## src/rtl/mac_host_pkg.sv

```systemverilog
// Shared definitions for the MAC host-bus register front-end:
// register map, FSM states and the latched request record.
package mac_host_pkg;

    localparam logic [7:0] MAC_REG_MODE  = 8'h00;
    localparam logic [7:0] MAC_REG_TXRX  = 8'h02;
    // Station address bytes, ADDR0 is the least significant byte.
    localparam logic [7:0] MAC_REG_ADDR0 = 8'h0e;
    localparam logic [7:0] MAC_REG_ADDR1 = 8'h0f;
    localparam logic [7:0] MAC_REG_ADDR2 = 8'h0c;
    localparam logic [7:0] MAC_REG_ADDR3 = 8'h0d;
    localparam logic [7:0] MAC_REG_ADDR4 = 8'h0a;
    localparam logic [7:0] MAC_REG_ADDR5 = 8'h0b;

    typedef enum logic [1:0] {IDLE, WAIT, ACK, RELEASE} host_state_t;

    typedef struct packed {
        logic [7:0] addr;
        logic [7:0] data;
        logic       wr;
    } host_req_t;

    function automatic logic reg_defined(input logic [7:0] a);
        return a inside {MAC_REG_MODE, MAC_REG_TXRX, MAC_REG_ADDR0, MAC_REG_ADDR1,
                         MAC_REG_ADDR2, MAC_REG_ADDR3, MAC_REG_ADDR4, MAC_REG_ADDR5};
    endfunction

endpackage

```

## src/rtl/mac_host_if.sv

```systemverilog
// MAC host bus: chip-select/strobe request side and ack/read-data response side.
interface mac_host_if;
    logic       hcs_n;
    logic [7:0] haddr;
    logic [7:0] hdatain;
    logic       hwrite_n;
    logic       hread_n;
    logic       hready_n;
    logic       hdataout_en_n;
    logic [7:0] hdataout;

    modport master (
        output hcs_n, haddr, hdatain, hwrite_n, hread_n,
        input  hready_n, hdataout_en_n, hdataout
    );

    modport slave (
        input  hcs_n, haddr, hdatain, hwrite_n, hread_n,
        output hready_n, hdataout_en_n, hdataout
    );
endinterface

```

## src/rtl/mac_host_regfile.sv

```systemverilog
// MAC configuration storage: address decode, write commit, read mux, cfg_wr pulse.
module mac_host_regfile
    import mac_host_pkg::*;
#(
    parameter logic [47:0] MAC_ADDR_RST = 48'h0,
    parameter logic [7:0]  MODE_RST     = 8'h00,
    parameter logic [7:0]  TXRX_RST     = 8'h00
) (
    input  logic        clk,
    input  logic        srst,
    input  logic        wr_en,
    input  logic        rd_en,
    input  logic [7:0]  addr,
    input  logic [7:0]  wdata,
    output logic [7:0]  rdata,
    output logic [47:0] mac_addr,
    output logic [7:0]  mode_reg,
    output logic [7:0]  txrx_ctl,
    output logic        cfg_wr
);

    // wr_en arrives on the edge that enters ACK, so new data and cfg_wr
    // appear in the same cycle as the ack.
    always_ff @(posedge clk or posedge srst) begin
        if (srst) begin
            mac_addr <= MAC_ADDR_RST;
            mode_reg <= MODE_RST;
            txrx_ctl <= TXRX_RST;
            cfg_wr   <= 1'b0;
        end else begin
            cfg_wr <= wr_en && reg_defined(addr);
            if (wr_en) begin
                case (addr)
                    MAC_REG_MODE:  mode_reg         <= wdata;
                    MAC_REG_TXRX:  txrx_ctl         <= wdata;
                    MAC_REG_ADDR5: mac_addr[47:40]  <= wdata;
                    MAC_REG_ADDR4: mac_addr[39:32]  <= wdata;
                    MAC_REG_ADDR3: mac_addr[31:24]  <= wdata;
                    MAC_REG_ADDR2: mac_addr[23:16]  <= wdata;
                    MAC_REG_ADDR1: mac_addr[15:8]   <= wdata;
                    MAC_REG_ADDR0: mac_addr[7:0]    <= wdata;
                    default: ;
                endcase
            end
        end
    end

    always_comb begin
        rdata = 8'h00;
        if (rd_en) begin
            case (addr)
                MAC_REG_MODE:  rdata = mode_reg;
                MAC_REG_TXRX:  rdata = txrx_ctl;
                MAC_REG_ADDR5: rdata = mac_addr[47:40];
                MAC_REG_ADDR4: rdata = mac_addr[39:32];
                MAC_REG_ADDR3: rdata = mac_addr[31:24];
                MAC_REG_ADDR2: rdata = mac_addr[23:16];
                MAC_REG_ADDR1: rdata = mac_addr[15:8];
                MAC_REG_ADDR0: rdata = mac_addr[7:0];
                default:       rdata = 8'h00;
            endcase
        end
    end

endmodule

```

## src/rtl/mac_host_regs.sv

```systemverilog
// Host-bus responder for the MAC register interface: request FSM with a
// programmable ack latency in front of the configuration register file.
module mac_host_regs
    import mac_host_pkg::*;
#(
    parameter int unsigned ACK_LAT      = 2,
    parameter logic [47:0] MAC_ADDR_RST = 48'h0,
    parameter logic [7:0]  MODE_RST     = 8'h00,
    parameter logic [7:0]  TXRX_RST     = 8'h00
) (
    input  logic        clk,
    input  logic        srst,
    mac_host_if.slave   bus,
    output logic [47:0] mac_addr,
    output logic [7:0]  mode_reg,
    output logic [7:0]  txrx_ctl,
    output logic        cfg_wr,
    output logic        proto_err
);

    // WAIT lasts ACK_LAT cycles, so the counter starts one below the latency.
    localparam logic [3:0] CNT_LOAD = 4'(ACK_LAT - 1);

    host_state_t state, state_nxt;
    host_req_t   req_q;
    logic [3:0]  cnt;
    logic        req;
    logic        wr_en;
    logic        rd_en;
    logic [7:0]  rdata;

    assign req = !bus.hcs_n && (!bus.hwrite_n || !bus.hread_n);

    always_ff @(posedge clk or posedge srst) begin
        if (srst) begin
            state     <= IDLE;
            cnt       <= '0;
            req_q     <= '0;
            proto_err <= 1'b0;
        end else begin
            state <= state_nxt;
            if (state == IDLE && req) begin
                cnt        <= CNT_LOAD;
                req_q.addr <= bus.haddr;
                req_q.data <= bus.hdatain;
                // Both strobes low is handled as a write.
                req_q.wr   <= !bus.hwrite_n;
                if (!bus.hwrite_n && !bus.hread_n)
                    proto_err <= 1'b1;
            end else if (state == WAIT && cnt != '0) begin
                cnt <= cnt - 4'd1;
            end
        end
    end

    always_comb begin
        state_nxt = state;
        case (state)
            IDLE:    if (req)       state_nxt = WAIT;
            WAIT:    if (cnt == '0) state_nxt = ACK;
            ACK:                    state_nxt = RELEASE;
            RELEASE: if (bus.hcs_n) state_nxt = IDLE;
            default:                state_nxt = IDLE;
        endcase
    end

    assign wr_en = (state == WAIT) && (cnt == '0) && req_q.wr;
    assign rd_en = (state == ACK) && !req_q.wr;

    assign bus.hready_n      = (state != ACK);
    assign bus.hdataout_en_n = !rd_en;
    assign bus.hdataout      = rdata;

    mac_host_regfile #(
        .MAC_ADDR_RST (MAC_ADDR_RST),
        .MODE_RST     (MODE_RST),
        .TXRX_RST     (TXRX_RST)
    ) u_regfile (
        .clk      (clk),
        .srst     (srst),
        .wr_en    (wr_en),
        .rd_en    (rd_en),
        .addr     (req_q.addr),
        .wdata    (req_q.data),
        .rdata    (rdata),
        .mac_addr (mac_addr),
        .mode_reg (mode_reg),
        .txrx_ctl (txrx_ctl),
        .cfg_wr   (cfg_wr)
    );

endmodule

```

## src/flat_wrapper.sv

```systemverilog
// flat-port wrapper written by rule: the top's interface ports become plain ports
module mac_host_regs_flat import mac_host_pkg::*;
#(
    parameter int unsigned ACK_LAT      = 2,
    parameter logic [47:0] MAC_ADDR_RST = 48'h0,
    parameter logic [7:0]  MODE_RST     = 8'h00,
    parameter logic [7:0]  TXRX_RST     = 8'h00
)
  (clk, srst, mac_addr, mode_reg, txrx_ctl, cfg_wr, proto_err, bus_hcs_n, bus_haddr, bus_hdatain, bus_hwrite_n, bus_hread_n, bus_hready_n, bus_hdataout_en_n, bus_hdataout);
  mac_host_if bus_i ();
  input  logic clk;
  input  logic srst;
  output logic [47:0] mac_addr;
  output logic [7:0] mode_reg;
  output logic [7:0] txrx_ctl;
  output logic cfg_wr;
  output logic proto_err;
  input wire logic [$bits(bus_i.hcs_n)-1:0] bus_hcs_n;
  input wire logic [$bits(bus_i.haddr)-1:0] bus_haddr;
  input wire logic [$bits(bus_i.hdatain)-1:0] bus_hdatain;
  input wire logic [$bits(bus_i.hwrite_n)-1:0] bus_hwrite_n;
  input wire logic [$bits(bus_i.hread_n)-1:0] bus_hread_n;
  output wire logic [$bits(bus_i.hready_n)-1:0] bus_hready_n;
  output wire logic [$bits(bus_i.hdataout_en_n)-1:0] bus_hdataout_en_n;
  output wire logic [$bits(bus_i.hdataout)-1:0] bus_hdataout;
  assign bus_i.hcs_n = bus_hcs_n;
  assign bus_i.haddr = bus_haddr;
  assign bus_i.hdatain = bus_hdatain;
  assign bus_i.hwrite_n = bus_hwrite_n;
  assign bus_i.hread_n = bus_hread_n;
  assign bus_hready_n = bus_i.hready_n;
  assign bus_hdataout_en_n = bus_i.hdataout_en_n;
  assign bus_hdataout = bus_i.hdataout;
  mac_host_regs #(.ACK_LAT(ACK_LAT), .MAC_ADDR_RST(MAC_ADDR_RST), .MODE_RST(MODE_RST), .TXRX_RST(TXRX_RST)) u_core (.clk(clk), .srst(srst), .bus(bus_i), .mac_addr(mac_addr), .mode_reg(mode_reg), .txrx_ctl(txrx_ctl), .cfg_wr(cfg_wr), .proto_err(proto_err));
endmodule
```

## config.mk

```make
export PLATFORM = sky130hd
export DESIGN_NAME = mac_host_regs_flat
export DESIGN_NICKNAME = d
export VERILOG_FILES = /design/src/rtl/mac_host_pkg.sv /design/src/rtl/mac_host_if.sv /design/src/rtl/mac_host_regfile.sv /design/src/rtl/mac_host_regs.sv /design/src/flat_wrapper.sv
export SDC_FILE = /design/constraint.sdc
export NUM_CORES = 1
export LEC_CHECK = 0
export ABC_AREA = 1
export CORE_UTILIZATION = 44
export DETAILED_ROUTE_END_ITERATION = 7
export PLACE_DENSITY_LB_ADDON = 0.2
export SLEW_MARGIN = 20
export SYNTH_ARGS = -nofsm -noshare
export SYNTH_HDL_FRONTEND = slang
export SYNTH_HIERARCHICAL = 1
export SYNTH_SLANG_ARGS = --single-unit
export TNS_END_PERCENT = 50
```

## constraint.sdc

```tcl
create_clock -name clk -period 2.3 [get_ports clk]
set_input_delay 0.46 -clock clk [delete_from_list [all_inputs] [get_ports clk]]
set_output_delay 0.46 -clock clk [all_outputs]
set_load 0.05 [all_outputs]
```

==> results.sh, run 1 <==
export IMPL_path_buf_inv=2
export IMPL_path_class="reg2out"
export IMPL_dr_pass1_iters=5
export IMPL_synth_seq_cells=89
export IMPL_htreeDepth=3
export IMPL_yosys_area_top_type="dfrtp_1"
export IMPL_synth_commonest_cells="182 x nand2_1, 89 x dfrtp_1, 65 x nand3_1, 34 x o21ai_0, 32 x o21a_1"
export IMPL_async_flop_share_pct=100
export IMPL_clkTransAtPathRegs_ns=0.09
export IMPL_cpPeakStageDelay_ns=0.42
export IMPL_design_area_mm2=0.00617
export IMPL_status="complete, but fails checks"
export IMPL_synthFlopType="dfrtp_1"
export IMPL_synth_area_mm2=0.00433
export IMPL_crit_fanout=9
export IMPL_overflow=0
export IMPL_grt_pass1_wl_mm=19.6
export IMPL_stdcell_count=779
export IMPL_diodes=0
export IMPL_ys_types=26
export IMPL_worst_r2r_startpoint="u_core/state[1]"
export IMPL_cts_root_buf="clkbuf_8"
export IMPL_finalCoreUtilization_pct=65.8
export IMPL_ant_nets=0
export IMPL_irDropWorstVdd_v=0.000636
export IMPL_critical_path_top_delay_family="simple AND/OR/NAND/NOR gates"
export IMPL_multi_input_area_mm2=0.00202
export IMPL_finalCriticalPeriod_ns=2.41
export IMPL_slew_headroom_pct=64.4
export IMPL_rsz0062_at_grt="true"
export IMPL_fin_nets=673
export IMPL_synth_area_top_cells="dfrtp_1 51%, nand2_1 16%, nand3_1 7.5%"
export IMPL_skew_ns=0.0124
export IMPL_reg2reg_to="u_core/u_regfile/mac_addr[31]"
export IMPL_synth_most_common_cell="nand2_1"
export IMPL_crit_slowest_cell="dfrtp_2"
export IMPL_largest_reg_flops=48
export IMPL_hold_end="u_core/proto_err"
export IMPL_drt_initial_drc_count=295
export IMPL_synth_top_area_share_pct=51.4
export IMPL_die_y_um=101
export IMPL_grt_busiest_layer="met2"
export IMPL_ys_warn_count=6
export IMPL_syn_avg_cell_area_um2=8.30
export IMPL_detailedPlacementHpwl_mm=8.48
export IMPL_routedWlPerCell_um=16.3
export IMPL_hold_depth=2
export IMPL_syn_inst=522
export IMPL_finalPower_mw=5.83
export IMPL_hold_start="u_core/proto_err"
export IMPL_use_met3_pct=4.62
export IMPL_ios=97
export IMPL_register_area_mm2=0.00223
export IMPL_fin_hold_ws_ns=0.470
export IMPL_path_cells="buf_4 > nand2_4 > nor2_4 > nand3_1 > nand2_2 > nor2_2 > a21oi_2 > buf_12"
export IMPL_fmax_mhz=415
export IMPL_synth_edf_count=0
export IMPL_fin_setup_tns_ns=-0.637
export IMPL_grt_start_max_net_pins=66
export IMPL_die_x_um=101
export IMPL_r2r_slack_ns=0.15
export IMPL_drc=0
export IMPL_start_util_pct=46.2
export IMPL_seq_area_frac_synth_pct=51.4
export IMPL_worstPathRequired_ns=1.84
export IMPL_pre_cts_ws_ns=0.156
export IMPL_routed_via_density=5.28
export IMPL_arrival_ns=1.95
export IMPL_finalCritPeriodShare_pct=105
export IMPL_cap_violations=0
export IMPL_fillCellCount=805
export IMPL_portBuffers=96
export IMPL_worstMarginPinSlew_ns=0.532
export IMPL_core_rowCount=35
export IMPL_drive_gt1_share_pct=18.0
export IMPL_antenna_found_initial=0
export IMPL_cts_tree="built"
export IMPL_grt_usage_pct=25.4
export IMPL_syn_nets=550
export IMPL_final_hold_violation_count=0
export IMPL_regMostFlops="u_core/u_regfile/mac_addr"
export IMPL_met2_usage_pct=41.0
export IMPL_dpl_cell_count=742
export IMPL_top_regs="u_core/u_regfile/mac_addr x48, u_core/req_q x17"
export IMPL_cts_buffers=9
export IMPL_clkSinkCount=89
export IMPL_start_kind="register"
export IMPL_area_growth_synth_to_final_pct=42.4
export IMPL_die_area_mm2=0.0102
export IMPL_grt_pass1_vias=3843
export IMPL_hp_class="reg2reg"
export IMPL_violations="setup timing"
export IMPL_fin_ws_ns=-0.107
export IMPL_rr_worst_depth=9
export IMPL_clock_path_buffers=2
export IMPL_p_leak_nw=2.82
export IMPL_clock_latency_ns=0.36
export IMPL_grt_util_met1_pct=32.8
export IMPL_setup_viol=8
export IMPL_gp_congestion=0.940
export IMPL_core_area_mm2=0.00937
export IMPL_end_kind="output port"
export IMPL_slew_viol_final=0
export IMPL_placed_area_mm2=0.00557
export IMPL_finalWirelength_mm=12.7
export IMPL_num_vias=4114
export IMPL_power_density_mw_per_mm2=945
-- worst register-to-register path, delay by kind of cell, from the launching register on --
kind	cells	cell delay, ns
fa+ha+maj	1	0.21
simple gates	4	0.69
compound gates	1	0.11
buf+inv	3	0.62
flops	1	0.42
-- how the worst max path moves through the flow --
stage,start,slack (ns),end,cells after the start
2_1_floorplan,u_core/req_q[13],-0.20,bus_hdataout[4],9
3_3_place_gp,u_core/req_q[14],0.17,bus_hdataout[5],8
3_5_place_dp,u_core/req_q[14],0.16,bus_hdataout[6],8
4_1_cts,u_core/req_q[11],-0.06,bus_hdataout[6],8
5_1_grt,u_core/req_q[11],-0.19,bus_hdataout[1],8
6_report,u_core/req_q[11],-0.11,bus_hdataout[2],8
-- per-layer routing --
layer | share of wire, % | wire length (µm)
met1 | 41 | 5180
met2 | 49 | 6190
met3 | 7.1 | 900
met4 | 3.5 | 447
met5 | 0 | 0
-- cell type report --
type | count | area share (%)
Multi-Input combinational cell | 384 | 32.8
Timing Repair Buffer | 128 | 23.2
Sequential cell | 89 | 36.2
Clock buffer | 12 | 2.35
Tap cell | 129 | 2.62
Inverter | 33 | 2.05
Clock inverter | 4 | 0.852
-- power breakdown --
part           internal [mW]  switching, mW
sequential              1.83          0.231
combinational           1.02           1.67
clock                  0.533          0.552
-- kinds of logic (layout without fill, tap and decap cells) --
logic type,count (synthesis),after routing,share of synthesized area (%)
AO/OA/AOI/OAI,78,78,10.9
XOR/XNOR,1,1,0.202
adder cells (fa/ha/maj),7,7,2.02
buffers and inverters,50,177,5.49
flip-flops,89,89,51.4
AND/OR/NAND/NOR,297,298,30.0
-- what timing repair did --
item | in CTS | in global routing
pin swaps | 7 | 17
setup endpoints to repair | 8 | 8
hold endpoints to repair | 0 | 0
gates cloned | 2 | 6
setup buffers | 4 | 9
hold buffers | 0 | 0
gates resized for setup | 21 | 30
-- cell usage in the layout, fill, tap and decap left out --
master	count
nor2_4	10
nand3_2	6
nand2_2	13
clkbuf_16	4
clkdlybuf4s50_1	86
a21oi_1	1
inv_4	1
inv_2	7
nor3_1	1
nor2_2	7
buf_16	1
dfrtp_2	4
buf_6	4
buf_4	20
buf_12	12
buf_2	1
clkbuf_8	10
o21ai_0	34
nand4_1	3
nand3_4	1
o21a_1	32
inv_1	25
bufinv_16	1
nor4_4	2
clkinvlp_4	3
nand3_1	59
o31ai_1	1
clkbuf_1	2
xor2_1	1
nand2_1	173
dfrtp_1	85
nor2_1	21
a21oi_2	8
o21ai_1	2
or2_2	1
ha_1	7
nand2_4	1
Power figures use the tool's default switching activity.
==> run 2: changes to the inputs <==
CELL_PAD_IN_SITES_DETAIL_PLACEMENT = 1   (was not set)
CELL_PAD_IN_SITES_GLOBAL_PLACEMENT = 1   (was not set)
CORE_UTILIZATION = 37   (was 44)
GPL_ROUTABILITY_DRIVEN = 0   (was not set)
==> run 2 against run 1 <==
  * Highest routed layer unchanged
  * Flip-flop and latch count stayed put
  * Critical endpoint is now bus_hdataout[3]
  * Die area increased by 19%
  * Global-route usage fell by 0.064 points
  * Total power is 14% higher
  * Core utilization is 10 points lower
  * Critical path type unchanged
  * Clock-buffer cell count decreased by 2
  * Register-to-register slack gained 0.02 ns
  * The run still ends with setup timing left
  * Cell area grew 2.9%
  * Largest cell class unchanged
==> results.sh, run 2 (synthesis gave the netlist of run 1 again) <==
export IMPL_p_leak_nw=2.89
export IMPL_regMostFlops="u_core/u_regfile/mac_addr"
export IMPL_cts_hold_buf=0
export IMPL_grt_pass1_vias=4233
export IMPL_dr_pass1_iters=7
export IMPL_pwr_share_clk_pct=26.7
export IMPL_r2r_slack_ns=0.17
export IMPL_core_rowCount=39
export IMPL_fin_nets=671
export IMPL_grt_pass1_wl_mm=22.7
export IMPL_layout_commonest_cell="nand2_1"
export IMPL_setup_viol=8
export IMPL_ant_nets=0
export IMPL_fin_ws_ns=-0.159
export IMPL_path_class="reg2out"
export IMPL_skew_ns=0.00489
export IMPL_overflow=0
export IMPL_irDropWorstVdd_v=0.000559
export IMPL_slew_viol_final=0
export IMPL_pre_cts_ws_ns=0.101
export IMPL_ios=97
export IMPL_final_hold_violation_count=0
export IMPL_violations="setup timing"
export IMPL_seqPwrFrac_pct=31.0
export IMPL_final_cell_mix="170 x nand2_1, 87 x dfrtp_1, 86 x clkdlybuf4s50_1"
export IMPL_rsz0062_at_grt="true"
export IMPL_drc=0
export IMPL_drive_gt1_share_pct=19.0
export IMPL_finalCritPeriodShare_pct=107
export IMPL_num_vias=4154
export IMPL_die_area_mm2=0.0121
export IMPL_hp_class="reg2reg"
export IMPL_rr_worst_depth=12
export IMPL_combinationalPowerShare_pct=42.3
export IMPL_stdcell_count=791
export IMPL_status="complete, but fails checks"
export IMPL_slew_headroom_pct=64.7
export IMPL_antenna_found_initial=0
export IMPL_finalCriticalPeriod_ns=2.46
export IMPL_die_x_um=110
export IMPL_htreeDepth=3
export IMPL_end_kind="output port"
export IMPL_largest_reg_flops=48
export IMPL_p_sw_mw=2.64
export IMPL_clock_latency_ns=0.34
export IMPL_routedWlPerCell_um=18.8
export IMPL_dpl_cell_count=756
export IMPL_portBuffers=96
export IMPL_reg2reg_to="u_core/u_regfile/mac_addr[4]"
export IMPL_cts_buffers=9
export IMPL_core_area_mm2=0.0114
export IMPL_fmax_mhz=407
export IMPL_grt_usage_pct=25.3
export IMPL_detailedPlacementHpwl_mm=9.79
export IMPL_die_y_um=110
export IMPL_worstMarginPinSlew_ns=0.528
export IMPL_cts_root_buf="clkbuf_16"
export IMPL_drt_initial_drc_count=231
export IMPL_top_regs="u_core/u_regfile/mac_addr x48, u_core/req_q x17"
export IMPL_clock_path_buffers=2
export IMPL_p_sw_share_pct=39.7
export IMPL_finalWirelength_mm=14.9
export IMPL_grt_start_max_net_pins=66
export IMPL_worst_r2r_startpoint="u_core/req_q[13]"
export IMPL_routed_via_density=5.25
export IMPL_diodes=0
export IMPL_hold_start="u_core/proto_err"
export IMPL_power_internal_mw=4.00
export IMPL_clkTransAtPathRegs_ns=0.06
export IMPL_cap_violations=0
export IMPL_arrival_ns=2.00
export IMPL_clkSinkCount=89
export IMPL_start_util_pct=37.9
export IMPL_crit_fanout=7
export IMPL_cts_tree="built"
export IMPL_hold_end="u_core/proto_err"
export IMPL_area_growth_synth_to_final_pct=46.5
export IMPL_power_density_mw_per_mm2=1040
export IMPL_start_kind="register"
export IMPL_hold_depth=2
export IMPL_worstPathRequired_ns=1.84
-- run 2: cell types whose count changed in the layout (fill, tap and decap cells not counted), sizes merged --
cell | previous run | this run
nor2 | 38 | 39
clkinvlp | 3 | 0
clkinv | 0 | 2
clkbuf | 16 | 11
bufinv | 1 | 4
-- run 2: worst max path at each step --
| stage | start | slack [ns] | endpoint | cells after the start |
|---|---|---|---|---|
| 2_1_floorplan | u_core/req_q[13] | -0.20 | bus_hdataout[4] | 9 |
| 3_3_place_gp | u_core/req_q[14] | 0.16 | bus_hdataout[6] | 8 |
| 3_5_place_dp | u_core/req_q[14] | 0.10 | bus_hdataout[6] | 8 |
| 4_1_cts | u_core/req_q[15] | -0.1 | bus_hdataout[3] | 11 |
| 5_1_grt | u_core/req_q[10] | -0.22 | bus_hdataout[3] | 9 |
| 6_report | u_core/req_q[13] | -0.16 | bus_hdataout[3] | 11 |
-- run 2: final cells by class --
| type | instances | area [µm²] |
|---|---|---|
| clock inverters | 6 | 130 |
| fillers | 1332 | 5070 |
| multi-input cells | 385 | 2070 |
| clock buffers | 10 | 229 |
| flip-flops and latches | 89 | 2230 |
| inverters | 33 | 126 |
| well taps | 143 | 179 |
| repair buffers | 125 | 1390 |
-- run 2: per-layer routing --
| metal | wire [µm] | vias up | track usage, % |
|---|---|---|---|
| met5 | 0 | - | 0 |
| met4 | 244 | 0 | 7.80 |
| met3 | 702 | 23 | 4.76 |
| met2 | 7480 | 111 | 43.1 |
| met1 | 6460 | 2069 | 32.6 |
| li1 | - | 1951 | - |
-- run 2: per-stage QoR --
stage               total power [mW]  hold slack [ns]  cell area (µm²)  util [%]  TNS (ns)
floorplan                       3.39            0.449             4350         -    -0.808
global placement                4.04            0.453             5570      48.8         0
detailed placement              4.15            0.456             5570      48.8         0
CTS                             6.41            0.472             6170      54.1    -0.705
global route                    6.94            0.499             6350      55.6     -1.60
finish                          6.63            0.468             6350      55.6     -1.01
-- run 2: repair_timing --
action	in CTS	in global routing
setup endpoints to repair	8	18
pin swaps	13	21
buffers inserted	8	4
resized for setup	26	36
gates cloned	5	2
-- run 2: critical path, cell delays in order (launching register included) --
cell and delay [ns]:
dfrtp_1 0.39, inv_2 0.06, nand2_2 0.06, nor2_4 0.15, buf_6 0.14, buf_12 0.12, buf_16 0.12, nand3_2 0.06
nand2_1 0.10, nor2_2 0.06, a21oi_2 0.21, buf_12 0.17
-- run 2: power groups by stage --
stage,combinational [mW],sequential [mW],clock [mW]
2_1_floorplan,1.14,2.25,0
3_3_place_gp,2.00,2.04,0
3_5_place_dp,2.09,2.06,0
4_1_cts,2.57,2.04,1.80
5_1_grt,2.99,2.09,1.85
6_report,2.81,2.06,1.77
==> run 3: changes to the inputs <==
CORE_MARGIN = 8   (was not set)
==> run 3 against run 2 <==
  * The flow still finishes with violations (setup timing)
  * Clock power down 25%
  * Non-clock buffer count up 6
  * Clock skew up 0.0026 ns
  * Clock-buffer cell count up 2
  * Flip-flop and latch count unchanged
  * Cell count up 0.13%
  * Die area up 27%
  * Core utilization up 1.4 points
  * Combinational power up 6%
  * Setup slack better by 0.035 ns
  * Via count up 2.5%
  * First-iteration DRC count up 23%
  * Critical endpoint unchanged
==> results.sh, run 3 (synthesis gave the netlist of run 1 again) <==
export IMPL_status="complete, but fails checks"
export IMPL_violations="setup timing"
export IMPL_clkSinkCount=89
export IMPL_clkTransAtPathRegs_ns=0.06
export IMPL_highest_layer="met4"
export IMPL_routed_via_density=5.38
export IMPL_dr_pass1_iters=4
export IMPL_wl_met3_mm=1.01
export IMPL_crit_slowest_cell="dfrtp_1"
export IMPL_core_rowCount=39
export IMPL_finalCriticalPeriod_ns=2.42
export IMPL_critical_path_top_delay_family="buffers and inverters"
export IMPL_setup_viol=8
export IMPL_fin_ws_ns=-0.124
export IMPL_antenna_found_initial=0
export IMPL_grt_usage_pct=19.8
export IMPL_final_cell_mix="160 x nand2_1, 87 x dfrtp_1, 86 x clkdlybuf4s50_1"
export IMPL_core_area_mm2=0.0114
export IMPL_drc=0
export IMPL_hold_depth=2
export IMPL_start_util_pct=37.9
export IMPL_final_hold_violation_count=0
export IMPL_drt_initial_drc_count=284
export IMPL_area_growth_synth_to_final_pct=50.2
export IMPL_ant_nets=0
export IMPL_cap_violations=0
export IMPL_num_vias=4257
export IMPL_overflow=0
export IMPL_clock_latency_ns=0.34
export IMPL_grt_pass1_wl_mm=24.8
export IMPL_detailedPlacementHpwl_mm=10.9
export IMPL_wl_met2_mm=8.54
export IMPL_regMostFlops="u_core/u_regfile/mac_addr"
export IMPL_top_regs="u_core/u_regfile/mac_addr x48, u_core/req_q x17"
export IMPL_finalCritPeriodShare_pct=105
export IMPL_path_buf_inv=3
export IMPL_arrival_ns=1.96
export IMPL_drive_gt1_share_pct=23.1
export IMPL_cts_root_buf="clkbuf_16"
export IMPL_p_leak_nw=2.89
export IMPL_power_density_mw_per_mm2=978
export IMPL_irDropWorstVdd_v=0.000450
export IMPL_finalPower_mw=6.37
export IMPL_worstPathRequired_ns=1.84
export IMPL_grt_start_max_net_pins=48
export IMPL_finalWirelength_mm=16.7
export IMPL_cpPeakStageDelay_ns=0.42
export IMPL_wl_met1_mm=6.79
export IMPL_skew_ns=0.00746
export IMPL_cts_tree="built"
export IMPL_r2r_slack_ns=0.12
export IMPL_die_area_mm2=0.0154
export IMPL_fin_nets=675
export IMPL_path_cells="inv_1 > nand2_2 > nor2_4 > buf_4 > nand3_1 > nand2_2 > nor2_2 > a21oi_2 > buf_12"
export IMPL_diodes=0
export IMPL_ios=97
export IMPL_finalCoreUtilization_pct=57.0
export IMPL_rr_worst_depth=9
export IMPL_rsz0062_at_grt="true"
export IMPL_htreeDepth=3
export IMPL_cts_hold_buf=0
export IMPL_hold_start="u_core/proto_err"
export IMPL_crit_fanout=5
export IMPL_largest_reg_flops=48
export IMPL_layout_commonest_cell="nand2_1"
export IMPL_end_kind="output port"
export IMPL_portBuffers=96
export IMPL_fin_hold_ws_ns=0.474
export IMPL_slew_viol_final=0
export IMPL_multi_input_area_mm2=0.00223
export IMPL_hold_end="u_core/proto_err"
export IMPL_die_x_um=124
export IMPL_routedWlPerCell_um=21.1
export IMPL_grt_pass1_vias=4437
export IMPL_slew_headroom_pct=63.4
export IMPL_fillCellCount=1315
export IMPL_start_kind="register"
export IMPL_die_y_um=124
export IMPL_register_area_mm2=0.00223
export IMPL_clock_path_buffers=2
export IMPL_cp_common_cell="nand2_2"
export IMPL_cts_buffers=9
export IMPL_fmax_mhz=412
export IMPL_reg2reg_to="u_core/u_regfile/mac_addr[41]"
export IMPL_path_class="reg2out"
export IMPL_worstMarginPinSlew_ns=0.547
export IMPL_hp_class="reg2reg"
export IMPL_worst_r2r_startpoint="u_core/cnt[0]"
[run 3: cell types whose count changed in the layout (fill, tap and decap cells not counted), sizes merged]
cell and delta:
nor2 -2, clkbuf +5, buf +3, bufinv -4, clkinv -1
[run 3: metrics by stage]
stage	instances	cell area, µm²	TNS [ns]	setup WS, ns
after floorplan	522	4350	-0.808	-0.203
after global placement	759	5620	0	0.192
after detailed placement	759	5620	0	0.122
after CTS	785	6100	-0.336	-0.0544
after global routing	792	6510	-1.43	-0.202
final	792	6510	-0.784	-0.124
[run 3: how the worst max path moves through the flow]
stage | cells after the start | slack (ns) | to | startpoint
finish | 9 | -0.12 | bus_hdataout[3] | u_core/req_q[10]
CTS | 10 | -0.05 | bus_hdataout[0] | u_core/req_q[14]
floorplan | 9 | -0.20 | bus_hdataout[4] | u_core/req_q[13]
global route | 9 | -0.20 | bus_hdataout[0] | u_core/req_q[10]
global placement | 8 | 0.19 | bus_hdataout[6] | u_core/req_q[9]
detailed placement | 8 | 0.12 | bus_hdataout[6] | u_core/req_q[9]
[run 3: report_power, final]
part           switching (mW)  internal [mW]
registers               0.249           1.83
logic                    1.87           1.10
clock network           0.576          0.743
[run 3: layout make-up]
type                       instances  share of cell area (%)
clock inverter                     1                  0.0769
tap                              143                    2.75
multi-input combinational        383                    34.2
inverter                          33                    1.94
sequential                        89                    34.2
timing repair buffer             131                    23.0
clock buffer                      12                    3.79
[run 3: repair_timing]
item,in CTS,in global routing
cloned,3,6
resized for setup,30,66
pin swaps,7,40
setup endpoints to repair,8,21
setup buffers,10,2
[run 3: per-layer routing]
layer  vias up  track usage [%]
met5         -                0
met4         0             6.95
met3        28             3.83
met2       147             32.9
met1      2137             25.0
li1       1945                -
[run 3: worst min-delay path: stages (launching register included)]
cell     delay [ns]
dfrtp_1        0.34
inv_1          0.04
o31ai_1        0.05
